**config.mk**
```make
export PLATFORM = sky130hd
export DESIGN_NAME = hazard_ctrl
export DESIGN_NICKNAME = d
export VERILOG_FILES = /design/src/rtl/hazard_ctrl.sv
export SDC_FILE = /design/constraint.sdc
export NUM_CORES = 1
export LEC_CHECK = 0
export BUFFER_PORTS_ARGS = -buffer_cell sky130_fd_sc_hd__buf_2
export CAP_MARGIN = 10
export CORE_MARGIN = 4
export CORE_UTILIZATION = 39
export CTS_CLUSTER_SIZE = 10
export DETAILED_ROUTE_END_ITERATION = 12
export GPL_TIMING_DRIVEN = 0
export PLACE_DENSITY = 0.79
export SYNTH_ARGS = -nofsm -noshare
export SYNTH_HDL_FRONTEND = slang
export SYNTH_SLANG_ARGS = --single-unit
```
**constraint.sdc**
```tcl
create_clock -name clk -period 1.4 [get_ports clk]
set_input_delay 0.07 -clock clk [delete_from_list [all_inputs] [get_ports clk]]
set_output_delay 0.07 -clock clk [all_outputs]
set_load 0.05 [all_outputs]
```
**src/rtl/hazard_ctrl.sv**
```systemverilog
// Y86-64 pipeline hazard controller: load-use, mispredict, counted ret stalls, sticky halt.
// Optional HAZ_PERF_CNT_EN adds free-running stall/bubble performance counters.
module hazard_ctrl #(
    parameter int ICODE_W          = 4,
    parameter int REG_W            = 4,
    parameter int STAT_W           = 4,
    parameter int RET_STALL_CYCLES = 3
) (
    input  logic               clk,
    input  logic               rst_n,
    input  logic [ICODE_W-1:0] D_icode,
    input  logic [ICODE_W-1:0] E_icode,
    input  logic [ICODE_W-1:0] M_icode,
    input  logic [REG_W-1:0]   d_srcA,
    input  logic [REG_W-1:0]   d_srcB,
    input  logic [REG_W-1:0]   E_dstM,
    input  logic               e_Cnd,
    input  logic [STAT_W-1:0]  m_stat,
    input  logic [STAT_W-1:0]  W_stat,
    output logic               F_stall,
    output logic               D_stall,
    output logic               W_stall,
    output logic               D_bubble,
    output logic               E_bubble,
    output logic               M_bubble,
    output logic               set_cc,
    output logic               halted,
    output logic [STAT_W-1:0]  stat_latched
`ifdef HAZ_PERF_CNT_EN
    ,
    output logic [31:0]        perf_stall_cnt,
    output logic [31:0]        perf_bubble_cnt
`endif
);

    localparam logic [ICODE_W-1:0] IC_MRMOVQ = ICODE_W'(5);
    localparam logic [ICODE_W-1:0] IC_OPQ    = ICODE_W'(6);
    localparam logic [ICODE_W-1:0] IC_JXX    = ICODE_W'(7);
    localparam logic [ICODE_W-1:0] IC_RET    = ICODE_W'(9);
    localparam logic [ICODE_W-1:0] IC_POPQ   = ICODE_W'(11);
    localparam logic [REG_W-1:0]   RNONE     = '1;
    localparam logic [STAT_W-1:0]  STAT_AOK  = STAT_W'(1);
    localparam logic [3:0]         RET_LOAD  = 4'(RET_STALL_CYCLES);

    typedef enum logic {RET_IDLE, RET_WAIT} ret_state_t;
    typedef enum logic {ST_RUN, ST_HALTED} stat_state_t;

    ret_state_t        r_ret_state, w_ret_state_next;
    logic [3:0]        r_ret_cnt, w_ret_cnt_next;
    stat_state_t       r_stat_state, w_stat_state_next;
    logic [STAT_W-1:0] r_stat_latched, w_stat_latched_next;

    logic [REG_W-1:0]  w_src [2];
    logic [1:0]        w_src_hit;
    logic              w_load_use;
    logic              w_mispred;
    logic              w_ret_in_d;
    logic              w_ret_wait;
    logic              w_w_exc;
    logic              w_m_exc;

    // M_icode is kept on the interface; ret tracking no longer decodes it.
    logic w_unused_ok;
    assign w_unused_ok = &{1'b0, M_icode};

    assign w_src[0] = d_srcA;
    assign w_src[1] = d_srcB;

    generate
        for (genvar gi = 0; gi < 2; gi++) begin : g_src_cmp
            assign w_src_hit[gi] = (E_dstM == w_src[gi]);
        end
    endgenerate

    // RNONE on E_dstM means no load result, so it can never create a dependency.
    assign w_load_use = ((E_icode == IC_MRMOVQ) || (E_icode == IC_POPQ))
                        && (E_dstM != RNONE) && (|w_src_hit);
    assign w_mispred  = (E_icode == IC_JXX) && !e_Cnd;
    assign w_ret_in_d = (D_icode == IC_RET);
    assign w_ret_wait = (r_ret_state == RET_WAIT);
    assign w_w_exc    = (W_stat != STAT_AOK);
    assign w_m_exc    = (m_stat != STAT_AOK);

    always_ff @(posedge clk) begin
        if (!rst_n) begin
            r_ret_state    <= RET_IDLE;
            r_ret_cnt      <= 4'd0;
            r_stat_state   <= ST_RUN;
            r_stat_latched <= STAT_AOK;
        end else begin
            r_ret_state    <= w_ret_state_next;
            r_ret_cnt      <= w_ret_cnt_next;
            r_stat_state   <= w_stat_state_next;
            r_stat_latched <= w_stat_latched_next;
        end
    end

    // Next-state logic; both FSMs hold while halted.
    always_comb begin
        w_ret_state_next    = r_ret_state;
        w_ret_cnt_next      = r_ret_cnt;
        w_stat_state_next   = r_stat_state;
        w_stat_latched_next = r_stat_latched;
        if (r_stat_state == ST_RUN) begin
            if (w_w_exc) begin
                w_stat_state_next   = ST_HALTED;
                w_stat_latched_next = W_stat;
            end
            case (r_ret_state)
                RET_IDLE: begin
                    if (w_ret_in_d && !w_mispred && !w_load_use) begin
                        w_ret_state_next = RET_WAIT;
                        w_ret_cnt_next   = RET_LOAD;
                    end
                end
                RET_WAIT: begin
                    // The cycle holding count 1 is the last stall cycle.
                    if (r_ret_cnt <= 4'd1) begin
                        w_ret_state_next = RET_IDLE;
                        w_ret_cnt_next   = 4'd0;
                    end else begin
                        w_ret_cnt_next = r_ret_cnt - 4'd1;
                    end
                end
                default: begin
                    w_ret_state_next = RET_IDLE;
                    w_ret_cnt_next   = 4'd0;
                end
            endcase
        end
    end

    always_comb begin
        F_stall      = 1'b0;
        D_stall      = 1'b0;
        W_stall      = 1'b0;
        D_bubble     = 1'b0;
        E_bubble     = 1'b0;
        M_bubble     = 1'b0;
        set_cc       = 1'b0;
        halted       = 1'b0;
        stat_latched = '0;
        if (!rst_n) begin
            F_stall = 1'b0;
        end else if (r_stat_state == ST_HALTED) begin
            F_stall      = 1'b1;
            D_stall      = 1'b1;
            W_stall      = 1'b1;
            E_bubble     = 1'b1;
            M_bubble     = 1'b1;
            halted       = 1'b1;
            stat_latched = r_stat_latched;
        end else begin
            F_stall      = w_load_use | w_ret_wait;
            D_stall      = w_load_use;
            D_bubble     = w_mispred | (w_ret_wait & !w_load_use);
            E_bubble     = w_mispred | w_load_use;
            M_bubble     = w_m_exc | w_w_exc;
            W_stall      = w_w_exc;
            set_cc       = (E_icode == IC_OPQ) && !w_m_exc && !w_w_exc;
            stat_latched = r_stat_latched;
        end
    end

`ifdef HAZ_PERF_CNT_EN
    logic [31:0] r_perf_stall_cnt;
    logic [31:0] r_perf_bubble_cnt;

    always_ff @(posedge clk) begin
        if (!rst_n) begin
            r_perf_stall_cnt  <= 32'd0;
            r_perf_bubble_cnt <= 32'd0;
        end else if (r_stat_state == ST_RUN) begin
            if (F_stall) begin
                r_perf_stall_cnt <= r_perf_stall_cnt + 32'd1;
            end
            if (D_bubble || E_bubble || M_bubble) begin
                r_perf_bubble_cnt <= r_perf_bubble_cnt + 32'd1;
            end
        end
    end

    assign perf_stall_cnt  = r_perf_stall_cnt;
    assign perf_bubble_cnt = r_perf_bubble_cnt;
`endif

endmodule

```
Word-level counts from Yosys, hierarchy flattened
Index checks and enable logic that the tools add are counted. Widths: inputs -> output; s select.

Add/sub/neg operators: 1. $lt $le $gt $ge: 1. Equal/unequal tests: 11. Muxes and demuxes: 25. Bitwise logic cells: 7. Reduce and logical (&&, ||, !) cells: 16.

Operator list (number): $mux 1 (20); $eq 4x3->1 const B (3); $mux 4 (3); $eq 4x4->1 (2); $eq 4x4->1 const B (2); $ne 4x1->1 const B (2); $pmux 4 s2 (1); $logic_and 1x1->1 (7); $logic_not 1->1 (5); $le 4x1->1 const B (1); $ne 4x4->1 const B (1); $or 1x1->1 (4); $reduce_and 2->1 (2); $sub 4x1->4 const B (1); $ne 2x2->1 const B (1); $not 1->1 (2); $pmux 1 s2 (1); $reduce_or 2->1 (1); $and 1x1->1 (1); $logic_or 1x1->1 (1).

Register bits after elaboration: 10. Bits of input ports: 35. Output and inout port bits: 12. Word-level logic and storage cells: 65.

Depth between registers and ports, before layout
Depth in word-level cells: 9. Gate-level depth with buffers: 6.

Worst setup path after synthesis
No wires, ideal clock.

Path type: register -> output. From: reg r_stat_state. To: out set_cc. Arrival: 2359 ps. Required time: 1330 ps. Slack: -1029 ps. Stages on the path, launching flop included: 5. Buffers on the path: 1. Cells stage by stage: dfxtp_1 > buf_2 > and2b_1 > nand2_1 > nor4b_1.

Cells in the longest elaborated chain, start to end: 2.

Ends and longest elaborated chain: start, declared (line 50) `stat_state_t r_stat_state, w_stat_state_next;`; start signal, assigned (line 93) `r_stat_state <= w_stat_state_next;`; $mux 1 (line 145) `end else if (r_stat_state == ST_HALTED) begin`; $mux 1 (line 143) `if (!rst_n) begin`; end, declared (line 26) `output logic set_cc,`.

Every way passes these cells.

Final worst setup path
Ends and elaborated chain as after synthesis.

==> PnR_summary.wiki <==
{| class="wikitable"
! Metric !! Value
|-
| Outcome || finished, violations left
|-
| Violations in the final reports || negative setup slack
|-
| I/O pin cnt || 47
|-
| Hold path startpoint || W_stat[1]
|-
| Basic-gate share of the synthesized area counting and, or, nand and nor cells || 33.9%
|-
| Slowest stage delay, CP || 0.35 ns
|-
| Worst min path class || in2reg
|-
| Total track usage || 17.5%
|-
| Pre-CTS setup slack || -0.109 ns
|-
| Worst-case vdd ir drop || roughly 0.60 mV
|-
| Total number of yosys warnings || 0
|-
| Class of the most critical setup path || reg2out
|-
| CP max FO || 4
|-
| Netlist cell types || 37
|-
| Largest family of logic cells by synthesized area || simple AND/OR/NAND/NOR gates
|-
| Xor and xnor area share after synthesis || 8.52%
|-
| Number of synthesized flops with an enable pin || 0
|-
| Headroom to the max-slew limit || approximately three fifths
|-
| Worst min-delay path endpoint || r_stat_latched[1]
|-
| Crit share post-route || 104%
|-
| MaxCap Viol Count || 0
|-
| Post-synthesis share of cell area spent on full adders, half adders and majority gates || between 3 and 4%
|-
| Most common library cell in the layout ignoring fill and taps || sky130_fd_sc_hd__buf_2
|-
| Leakage power || roughly 0.61 nW
|-
| Critical path cell sequence || and2b_1 -> nand2_2 -> nor4b_4 -> buf_6
|-
| Minimum hold slack || between 0.05 and 0.06 ns
|-
| Min setup slack post-route || -0.0598 ns
|-
| Flop and latch count out of synthesis || 10
|-
| Count of unresolved DRC violations after routing || 0
|-
| Unrepaired setup endpoints after global routing || yes
|-
| Via count || 953
|-
| Sort of element at the start of the critical path || register
|-
| Mapped Avg Cell Area || 7.98 um^2
|-
| Worst reg-to-reg path cell count || 6
|-
| Hold Buf Count CTS || 0
|-
| Cell count after synthesis || between 100 and 150
|-
| Number of antenna cells inserted || 0
|-
| Number of buffer and inverter stages on the critical path || 1
|-
| CTS tree || yes
|-
| Required time of the critical path || 1.33 ns
|-
| Number of slew-limit violations in the final report || 0
|-
| Clock slew seen by the registers of the worst setup and hold paths || roughly 0.060 ns
|-
| Power consumption || around 0.77 mW
|-
| Hold path depth || 3
|-
| Core region area || just under 2000 um^2
|-
| Post-synthesis sequential area ratio || between 20% and 30%
|-
| Count of input and output buffers || 42
|-
| Row count || 16
|-
| Area added between synthesis and finish || 59.4%
|-
| Launch point of the critical path || r_stat_state
|-
| Dominant synthesized flop cell || sky130_fd_sc_hd__dfxtp_1
|-
| First-pass GRT wire length || 3800 um
|-
| Fraction of synthesis flops using an asynchronous set or reset pin || 0%
|-
| Net count after synthesis || 140
|-
| Ratio of cells with drive above 1 in the final layout || around 54%
|-
| Fraction of synthesized area in multiplexers || 1.37%
|-
| CTS Root Buffer Type || sky130_fd_sc_hd__clkbuf_4
|-
| Remaining global-route overflow || 0
|-
| Starting density of the core || 41.5%
|-
| Slowest stage cell on the critical path || sky130_fd_sc_hd__dfxtp_4
|-
| Number of nets with antenna violations after detailed routing || 0
|-
| TritonRoute pass-1 iters || 4
|-
| Die Ht || approximately 54 um
|-
| Complex-gate fraction of the synthesized area || 24.8%
|-
| Arrival time of the worst setup path || about 1.4 ns
|-
| R2R Path Start || r_ret_cnt[0]
|-
| Final WL || about 2400 um
|-
| Sinks on the clock net || 10
|-
| Antenna violations before repair || 0
|-
| Final weighted congestion of routability-driven global placement || between 0.8 and 0.9
|-
| DIE WIDTH || 53.9 um
|-
| Via count of the first global-routing pass || roughly 900
|-
| Number of hold-slack violations in the final timing report || 0
|-
| Number of clock buffers inserted by TritonCTS || 3
|-
| Average wire per standard cell || 13.0 um
|-
| CTS HTree Levels || 1
|-
| Final count of negative-setup-slack endpoints || 3
|-
| Power per Cell Area || 587 nW/um^2
|-
| First-iteration detailed-routing DRC count || 16
|-
| Endpoint of the most critical register-to-register path || r_ret_cnt[3]
|-
| Family of cells with the greatest summed delay on the critical path || simple AND/OR/NAND/NOR gates
|-
| Via density || about 5.2
|-
| Maximum number of pins on one net before global-route repair || 11
|-
| NumNets Final || 196
|-
| Total Die Area || 2910 um^2
|-
| Number of buffers on the longest clock path || 2
|-
| Detailed Place HPWL || 1720 um
|-
| Endpoint class of the critical path || output port
|-
| Achievable frequency || 685 MHz
|-
| Clock Skews || roughly 0.0013 ns
|-
| Slew @ Worst Pin || 0.596 ns
|-
| Insertion delay of the later-clocked pin in the worst-skew pair || 0.26 ns
|-
| Reg2Reg Setup Slack || -0.02 ns
|-
| Filler instances || roughly 150
|-
| Min cycle time layout || 1.46 ns
|-
| Post-synthesis instance area || 822 um^2
|-
| Leading cell types in the layout, fill and taps excluded || sky130_fd_sc_hd__buf_2 (37), sky130_fd_sc_hd__nand2_1 (12), sky130_fd_sc_hd__buf_4 (11)
|}
-- cells in the mapped netlist, types with 2 or more instances --
master / instances / share of area, %
sky130_fd_sc_hd__nand2_1: 14 / 6.4
sky130_fd_sc_hd__dfxtp_1: 10 / 24
sky130_fd_sc_hd__o21ai_0: 9 / 5.5
sky130_fd_sc_hd__xor2_1: 8 / 8.5
sky130_fd_sc_hd__and2_1: 7 / 5.3
sky130_fd_sc_hd__nor2b_1: 5 / 3.8
sky130_fd_sc_hd__a21oi_1: 3 / 1.8
sky130_fd_sc_hd__clkbuf_1: 3 / 1.4
sky130_fd_sc_hd__inv_1: 3 / 1.4
sky130_fd_sc_hd__o31ai_1: 3 / 2.7
sky130_fd_sc_hd__a21boi_0: 2 / 1.8
sky130_fd_sc_hd__buf_2: 2 / 1.2
sky130_fd_sc_hd__ha_1: 2 / 3.0
sky130_fd_sc_hd__nand2b_1: 2 / 1.5
sky130_fd_sc_hd__nor2_1: 2 / 0.91
sky130_fd_sc_hd__nor3_1: 2 / 1.2
sky130_fd_sc_hd__nor4_1: 2 / 1.5
sky130_fd_sc_hd__nor4b_1: 2 / 2.1
sky130_fd_sc_hd__o221ai_1: 2 / 2.1
sky130_fd_sc_hd__o22ai_1: 2 / 1.5
sky130_fd_sc_hd__o31a_2: 2 / 2.4
-- cell families (layout without fill, tap and decap cells) --
| logic type | count (synthesis) | after routing |
|---|---|---|
| buf+inv | 8 | 62 |
| flops | 10 | 10 |
| mux | 1 | 1 |
| simple gates | 45 | 45 |
| fa+ha+maj | 2 | 2 |
| xor+xnor | 8 | 8 |
| compound gates | 29 | 29 |
-- power breakdown --
part | switching (mW) | internal [mW] | total (mW)
registers | 0.00592 | 0.293 | 0.299
logic | 0.157 | 0.117 | 0.274
clock network | 0.0961 | 0.0993 | 0.195
-- tightest hold or removal path, stage by stage --
cell and delay [ns]:
sky130_fd_sc_hd__buf_2 0.11, sky130_fd_sc_hd__nand2_1 0.06, sky130_fd_sc_hd__nand2_1 0.05
-- state kept, by name, indices dropped and copies added, names as in the netlist --
signal and cells:
r_ret_cnt 4, r_stat_latched 4, r_ret_state 1, r_stat_state 1
-- layout make-up --
| cell class | count | area (um^2) | share of cell area (%) |
|---|---|---|---|
| buffer | 4 | 21.3 | 1.62 |
| clock buffer | 3 | 22.5 | 1.72 |
| inverter | 3 | 16.3 | 1.24 |
| multi-input combinational | 85 | 688 | 52.5 |
| sequential | 10 | 209 | 16.0 |
| tap | 27 | 33.8 | 2.58 |
| timing repair buffer | 52 | 319 | 24.4 |
-- stage by stage --
| step | area (um^2) | TNS [ns] | util, % | instances |
|---|---|---|---|---|
| 6_report | 1310 | -0.0946 | 66.1 | 184 |
| 5_1_grt | 1310 | -0.442 | 66.1 | 184 |
| 4_1_cts | 1250 | -0.156 | 62.9 | 182 |
| 3_5_place_dp | 1090 | -0.717 | 55.1 | 172 |
| 3_3_place_gp | 1090 | -0.376 | 55.1 | 172 |
| 2_1_floorplan | 848 | -0.0708 | - | 103 |
-- worst max-delay path by stage --
stage               end  cells past startpoint
2_1_floorplan    set_cc                      4
3_3_place_gp   E_bubble                      6
3_5_place_dp   E_bubble                      6
4_1_cts          set_cc                      4
5_1_grt          set_cc                      4
6_report         set_cc                      4
-- routing by layer --
layer | part of all wire, % | vias up | global-route usage (%)
met5 | 0 | - | 0
met4 | 0.88 | 0 | 3.83
met3 | 6.8 | 2 | 4.99
met2 | 54 | 34 | 32.5
met1 | 38 | 430 | 19.5
li1 | - | 487 | -
-- repair_timing --
item	CTS	global route
resized for setup	25	18
endpoints found under the hold margin	0	0
pin swaps	8	9
buffers inserted	8	2
setup endpoints to repair	12	13
Note: power is estimated with default switching activity, not from simulation.
